`src/rtl/uart_rx_deser.sv`:
```
// uart_rx_deser: UART receive deserializer, optional parity check enabled by UART_RX_PARITY_EN
module uart_rx_deser #(
  parameter int CLKS_PER_BIT = 434,
  parameter int DATA_WIDTH   = 8,
  parameter bit PARITY_ODD   = 1'b0
) (
  input  logic                  CLKip,
  input  logic                  RSTi,
  input  logic                  RXi,
  input  logic                  FULLi,
  output logic [DATA_WIDTH-1:0] DATAo,
  output logic                  VALIDo,
  output logic                  BUSYo,
  output logic                  FRAME_ERRo,
  output logic                  PAR_ERRo,
  output logic                  OVERRUNo
);
  localparam int CW = $clog2(CLKS_PER_BIT);
  localparam int BW = $clog2(DATA_WIDTH + 1);
  typedef enum logic [2:0] {
    S_IDLE, S_START, S_DATA, S_STOP
`ifdef UART_RX_PARITY_EN
    , S_PAR
`endif
  } state_t;
`ifdef UART_RX_PARITY_EN
  localparam state_t S_AFTER_DATA = S_PAR;
`else
  localparam state_t S_AFTER_DATA = S_STOP;
`endif
  state_t r_state, w_next;
  logic r_sync1, r_rx, r_rx_prev;
  logic [CW-1:0] r_cnt;
  logic [BW-1:0] r_idx;
  logic [DATA_WIDTH-1:0] r_shift;
  logic w_fall, w_tick, w_stop, w_good, w_perr;
  assign w_fall   = r_rx_prev & ~r_rx;
  assign w_tick   = (r_state == S_START) ? (r_cnt == CW'(CLKS_PER_BIT/2 - 1)) : (r_cnt == CW'(CLKS_PER_BIT - 1));
  assign w_stop   = (r_state == S_STOP) & w_tick;
  assign w_good   = w_stop & r_rx & ~w_perr;
  assign BUSYo    = r_state != S_IDLE;
  assign OVERRUNo = VALIDo & FULLi;
  // two-stage synchronizer plus previous-sample register for falling-edge detection
  always_ff @(posedge CLKip or posedge RSTi)
    if (RSTi) {r_sync1, r_rx, r_rx_prev} <= 3'b111;
    else {r_sync1, r_rx, r_rx_prev} <= {RXi, r_sync1, r_rx};
`ifdef UART_RX_PARITY_EN
  logic r_perr;
  // latch the parity mismatch at the middle of the parity bit
  always_ff @(posedge CLKip or posedge RSTi)
    if (RSTi) r_perr <= 1'b0;
    else if (r_state == S_PAR && w_tick) r_perr <= r_rx ^ (^r_shift) ^ PARITY_ODD;
  assign w_perr = r_perr;
`else
  assign w_perr = 1'b0 & PARITY_ODD;
`endif
  // state register
  always_ff @(posedge CLKip or posedge RSTi)
    if (RSTi) r_state <= S_IDLE;
    else r_state <= w_next;
  // next-state: a start that is high at mid-bit is a glitch and drops back to idle
  always_comb begin
    w_next = r_state;
    case (r_state)
      S_IDLE:  w_next = w_fall ? S_START : S_IDLE;
      S_START: if (w_tick) w_next = r_rx ? S_IDLE : S_DATA;
      S_DATA:  if (w_tick && r_idx == BW'(DATA_WIDTH - 1)) w_next = S_AFTER_DATA;
`ifdef UART_RX_PARITY_EN
      S_PAR:   if (w_tick) w_next = S_STOP;
`endif
      S_STOP:  if (w_tick) w_next = S_IDLE;
      default: w_next = S_IDLE;
    endcase
  end
  // bit timing, LSB-first shift-in, and registered result pulses at the stop sample
  always_ff @(posedge CLKip or posedge RSTi)
    if (RSTi) begin
      r_cnt      <= '0;
      r_idx      <= '0;
      r_shift    <= '0;
      DATAo      <= '0;
      VALIDo     <= 1'b0;
      FRAME_ERRo <= 1'b0;
      PAR_ERRo   <= 1'b0;
    end else begin
      r_cnt      <= (r_state == S_IDLE || w_tick) ? '0 : r_cnt + 1'b1;
      r_idx      <= (r_state != S_DATA) ? '0 : r_idx + BW'(w_tick);
      r_shift    <= (r_state == S_DATA && w_tick) ? {r_rx, r_shift[DATA_WIDTH-1:1]} : r_shift;
      DATAo      <= w_good ? r_shift : DATAo;
      VALIDo     <= w_good;
      FRAME_ERRo <= w_stop & ~r_rx;
      PAR_ERRo   <= w_stop & r_rx & w_perr;
    end
endmodule

```
`config.mk`:
```
export PLATFORM = sky130hd
export DESIGN_NAME = uart_rx_deser
export DESIGN_NICKNAME = d
export VERILOG_FILES = /design/src/rtl/uart_rx_deser.sv
export SDC_FILE = /design/constraint.sdc
export NUM_CORES = 1
export LEC_CHECK = 0
export BUFFER_PORTS_ARGS = -buffer_cell sky130_fd_sc_hd__buf_2
export CORE_MARGIN = 5
export CORE_UTILIZATION = 45
export CTS_BUF_LIST = sky130_fd_sc_hd__clkbuf_8
export CTS_CLUSTER_DIAMETER = 150
export DETAILED_ROUTE_END_ITERATION = 12
export PLACE_DENSITY = 0.74
export SYNTH_ARGS = -nofsm -noshare
export SYNTH_HDL_FRONTEND = slang
export SYNTH_SLANG_ARGS = --single-unit
```
`constraint.sdc`:
```
create_clock -name CLKip -period 2.85 [get_ports CLKip]
set_input_delay 0.1425 -clock CLKip [delete_from_list [all_inputs] [get_ports CLKip]]
set_output_delay 0.1425 -clock CLKip [all_outputs]
set_load 0.01 [all_outputs]
```
==> results of run 1 <==
## state kept, by name (all words and copies together), names as in the netlist, 2 cells and up
register,count
r_state,2
r_cnt,9
DATAo,8
r_shift,8
r_idx,4
## stage by stage
step	cell area (µm²)	instances	setup slack, ns	util (%)	hold slack (ns)
finish	1812	189	0.6614	54.29	0.3592
global route	1812	189	0.5676	54.29	0.3655
global placement	1680	179	0.7268	50.36	0.2381
floorplan	1562	120	0.6698	-	0.1470
detailed placement	1680	179	0.6539	50.36	0.2494
CTS	1812	189	0.6456	54.29	0.3595
## metal layers
metal | GRT usage [%] | wire [µm] | share of wire [%] | vias up
met5 | 0 | 0 | 0 | -
met4 | 7.299 | 55 | 2.2 | 0
met3 | 3.890 | 134 | 5.3 | 7
met2 | 19.29 | 1203 | 48 | 30
met1 | 16.05 | 1114 | 44 | 487
li1 | - | - | - | 462
## power breakdown
part	internal [mW]	total, mW	switching, mW
Combinational	0.0695	0.129	0.0596
Sequential	0.564	0.628	0.0638
Clock	0.259	0.439	0.180
Total	0.892	1.20	0.303
## layout make-up
class	count	area, µm²	area share (%)
clock buffers	5	68.82	3.798
clock inverters	3	42.54	2.348
inverters	4	15.01	0.8287
multi-input cells	76	613.1	33.84
flip-flops and latches	36	904.6	49.93
well taps	46	57.56	3.177
repair buffers	19	110.1	6.077
## synth_stat cells (all sizes together) (2+ instances only)
cell type   n
nand2       6
xnor2       5
ha          3
nand3       6
dfstp       3
mux2       17
inv         4
and3        2
nor3        8
nor3b       2
nor2        6
buf         4
dfrtp      33
xor2        4
a211oi      4
## cell usage in the layout, fill, tap and decap left out, types with 2 or more instances in the layout
cell type	count
nor2_1	6
buf_2	15
a211oi_1	2
dlygate4sd3_1	2
nand2_1	6
mux2_2	16
nor3b_1	2
and3_1	2
nand3_1	6
a211oi_4	2
dfrtp_1	33
ha_1	3
dfstp_2	3
xnor2_1	5
nor3_1	8
clkbuf_8	5
buf_4	2
inv_1	4
xor2_1	4
## how the worst max path moves through the flow
stage,slack (ns),startpoint,endpoint
6_report,0.66,r_state[1],r_idx[1]
5_1_grt,0.57,r_cnt[3],r_idx[1]
4_1_cts,0.65,r_state[1],DATAo[5]
3_5_place_dp,0.65,r_state[1],DATAo[5]
3_3_place_gp,0.73,r_state[1],DATAo[4]
2_1_floorplan,0.67,r_state[1],r_idx[1]
## worst max-delay path: cells and delay by family (launching register included)
family / cells / cell delay, ns
compound gates: 1 / 0.30
flops: 1 / 0.47
fa+ha+maj: 2 / 0.44
simple gates: 3 / 0.86
## cells by family (layout without fill, tap and decap cells)
| family | count (synthesis) | in the layout | synth area share [%] |
|---|---|---|---|
| compound gates | 7 | 7 | 4.968 |
| mux | 17 | 17 | 12.26 |
| other cells | 1 | 1 | 0.2402 |
| simple gates | 39 | 39 | 14.34 |
| buf+inv | 8 | 31 | 2.804 |
| xor+xnor | 9 | 9 | 5.048 |
| flops | 36 | 36 | 57.93 |
| fa+ha+maj | 3 | 3 | 2.404 |
==> flow_metrics.tcl, run 1 <==
set metrics [dict create \
    status "finished, final reports clean" \
    place_congestion 0.8643 \
    insertion_delay_ns 0.29 \
    final_hold_viol_count 0 \
    syn_inst 120 \
    cp-end-kind "flip-flop" \
    startpoint_type "flip-flop" \
    rows 21 \
    holdPathEnd "r_rx" \
    clock_sinks 36 \
    r2r_cells 6 \
    synthArstFlopShare_pct 100.0 \
    grt_pass1_vias 993 \
    first_pass_iters 4 \
    r2r_slack_ns 0.66 \
    area_growth_pct 16.03 \
    wl_um 2507 \
    synthDistinctLibCells 32 \
    critPathMaxFanout 10 \
    via_count 986 \
    ys.flop_type "dfrtp_1" \
    drive_gt1_share_pct 32.87 \
    grt_usage_pct 12.72 \
    ys_ff_latch 36 \
    drc 0 \
    hp-start "r_sync1" \
    clock-root-buffer "clkbuf_8" \
    reg2reg_from "r_state[1]" \
    slew_headroom_pct 58.27 \
    synth_edf_count 0 \
    num_antenna_cells 0 \
    fmax_mhz 456.9 \
    synth_area_mm2 0.001561 \
    seq_area_frac_synth_pct 57.93 \
    cts_tree "built" \
    cts_setup_buffers 0 \
    initial_core_util_pct 46.79 \
    synth_top_area_share_pct 52.88 \
    die_h_um 68.91 \
    dp_hpwl_um 1834 \
    hold_path.class "reg2reg" \
    fin_crit_sh_pct 76.79 \
    fin_worst_skew_ns 0.005247 \
    die_w_um 68.91 \
    p_per_area_mw_per_mm2 659.8 \
    yosys.area.top_type "dfrtp_1" \
    path_cells "nand2b_4 > or3_1 > a21oi_1 > ha_1 > ha_1 > and3_1" \
    antenna_found_initial 0 \
    maxCapViolCount 0 \
    port_buffers 15 \
    grt_max_degree 21 \
    clk_pin_slew_ns 0.07 \
    drtAntennaViolNets 0 \
    nNetsFinal 149 \
    period_needed_ns 2.189 \
    cts_max_level 2 \
    setup_tns_ns 0 \
    num-fill-cells 290 \
    cts_hold_buf 2 \
    io_pins 17 \
    cts_resized 0 \
    fin_total_pwr_mw 1.195 \
    routedWlPerCell_um 13.26 \
    drt-vias-per-instance 5.217 \
    numCtsBuffers 5 \
    crit_top_cell "ha_1" \
    slew_violations 0 \
    die-area_mm2 0.004748 \
    setup_viol 0 \
    rsz0062_at_grt "false" \
    cpPeakStageDelay_ns 0.50 \
    min_path_cells 0 \
    grt_pass1_wl_um 4381 \
    drt_iter0_drc 67 \
    r2r_end "r_idx[1]" \
    critPathRequiredTime_ns 3.03 \
    yosys_warnings 0 \
    vdd_ir_drop_max_mv 0.3517 \
    core_mm2 0.003337 \
    power.leakage_nw 0.8590 \
    overflow 0 \
    synthTopCellsByArea "dfrtp_1 (53%), mux2_2 (12%), dfstp_2 (5.0%)" \
    cp.arrival_ns 2.36 \
    synth.net_count 127 \
    syn_avg_cell_area_um2 13.01 \
    crit_type "reg2reg" \
    clockBufferDepth 2 \
    slowest_stage "or3_1" \
    worst_pin_slew_ns 0.6252 \
]
No activity file was read; power rests on OpenSTA's default activity.
==> run 2, diff against run 1 <==
PLACE_DENSITY = 0.76   (was 0.74)
clock period = 1.9 ns   (was 2.85 ns; I/O delays follow)
==> flow_metrics.tcl, run 2 (synthesized netlist as in run 1, its figures left out) <==
set metrics [dict create \
    status "finished with violations" \
    violations "setup timing" \
    nNetsFinal 165 \
    fin_total_pwr_mw 1.733 \
    wl_um 3216 \
    setup_tns_ns -0.6078 \
    hold_path.class "in2async" \
    top_register "r_cnt" \
    reg2reg_from "r_cnt[6]" \
    r2r_slack_ns -0.06 \
    initial_core_util_pct 46.79 \
    clockBufferDepth 2 \
    final_hold_viol_count 0 \
    drc 0 \
    fin_crit_sh_pct 103.0 \
    drt-vias-per-instance 5.205 \
    die_h_um 68.91 \
    die-area_mm2 0.004748 \
    period_needed_ns 1.956 \
    insertion_delay_ns 0.28 \
    drive_gt1_share_pct 43.40 \
    cp-end-kind "flip-flop" \
    core_mm2 0.003337 \
    setup_viol 16 \
    rsz0062_at_grt "true" \
    final_common_cell "dfrtp_1" \
    clock-root-buffer "clkbuf_8" \
    overflow 0 \
    fin_util_pct 60.70 \
    pre_cts_slack_ns -0.09945 \
    cts_tree "built" \
    layout_common_cells "dfrtp_1 (33), buf_2 (15), buf_4 (14), mux2_4 (11), nor3_1 (8)" \
    via_count 1067 \
    place_congestion 0.8014 \
    drtAntennaViolNets 0 \
    critPathMaxFanout 8 \
    clk_pin_slew_ns 0.07 \
    die_w_um 68.91 \
    grt_max_degree 26 \
    rows 21 \
    grt_pass1_vias 1089 \
    numCtsBuffers 5 \
    slew_violations 0 \
    io_pins 17 \
    area_growth_pct 29.73 \
    top_regs "r_cnt x9, DATAo x8, r_shift x8" \
    p_per_area_mw_per_mm2 855.7 \
    cts_max_level 2 \
    power.switching_mw 0.4799 \
    routedWlPerCell_um 15.69 \
    p_comb_share_pct 17.4 \
    fin_worst_skew_ns 0.005872 \
    swShare_pct 27.68 \
    num_antenna_cells 0 \
    numPlacedInstances 193 \
    power.leakage_nw 0.9451 \
    crit_type "reg2reg" \
    p_clk_share_pct 28.7 \
    grt_pass1_wl_um 4850 \
    placed_area_mm2 0.001834 \
    antenna_found_initial 0 \
    clock_sinks 36 \
    pwr-share-seq_pct 53.8 \
    vdd_ir_drop_max_mv 0.6121 \
    r2r_cells 6 \
    dp_hpwl_um 2027 \
    critPathRequiredTime_ns 2.06 \
    drt_iter0_drc 63 \
    fmax_mhz 511.2 \
    startpoint_type "flip-flop" \
    cp.arrival_ns 2.12 \
    port_buffers 15 \
    first_pass_iters 4 \
    internal_power_mw 1.254 \
    fin_cells 205 \
    grt_usage_pct 14.15 \
    whs_ns 0.3579 \
    postLayoutCellArea_mm2 0.002026 \
    fin_ws_ns -0.05620 \
    r2r_end "r_shift[7]" \
    largest_reg_flops 9 \
    maxCapViolCount 0 \
]
==> run 2: cell count changes in the layout (fill, tap and decap cells not counted), sizes merged <==
cell      before  now
buf           17   33
clkinvlp       1    0
inv            4    6
bufinv         1    0
==> run 2: power groups by stage <==
| stage | logic (mW) | clock network [mW] | registers, mW |
|---|---|---|---|
| after global routing | 0.340 | 0.546 | 0.944 |
| after CTS | 0.292 | 0.518 | 0.923 |
| after global placement | 0.271 | 0 | 0.928 |
| final | 0.302 | 0.498 | 0.933 |
| after floorplan | 0.175 | 0 | 0.934 |
| after detailed placement | 0.284 | 0 | 0.932 |
==> run 2: critical path: stages (launching register included) <==
cell	delay (ns)
dfrtp_1	0.43
nor4bb_4	0.35
nand3_2	0.14
buf_6	0.16
a211oi_4	0.24
buf_6	0.19
mux2_4	0.31
==> run 2: layout make-up <==
cell class                      count  area, µm²
Fill cell                         263       1311
Tap cell                           46      57.56
Clock buffer                        5      68.82
Timing Repair Buffer               35      245.2
Clock inverter                      3      12.51
Multi-Input combinational cell     76      721.9
Inverter                            4      15.01
Sequential cell                    36      904.6
==> run 2: timing repair <==
action | 4_1_cts | 5_1_grt
pin swaps | 2 | 3
resized for setup | 3 | 15
gates cloned | 0 | 0
endpoints found under the hold margin | 9 | 0
buffers inserted | 1 | 1
setup endpoints to repair | 20 | 20
hold buffers | 2 | 0
==> run 2: worst max path at each step <==
| stage | start | end | slack, ns |
|---|---|---|---|
| floorplan | r_state[1] | r_idx[1] | -0.04 |
| global placement | r_cnt[8] | r_shift[5] | -0.08 |
| detailed placement | r_cnt[8] | r_shift[2] | -0.1 |
| CTS | r_cnt[3] | DATAo[4] | 0.004 |
| global route | r_cnt[8] | DATAo[5] | -0.1 |
| finish | r_cnt[6] | r_shift[7] | -0.06 |
==> run 2: layer usage <==
metal	GRT usage (%)	vias up	part of all wire, %
met5	0	-	0
met4	5.839	0	0.96
met3	5.186	5	5.4
met2	22.98	23	51
met1	16.95	542	42
li1	-	497	-
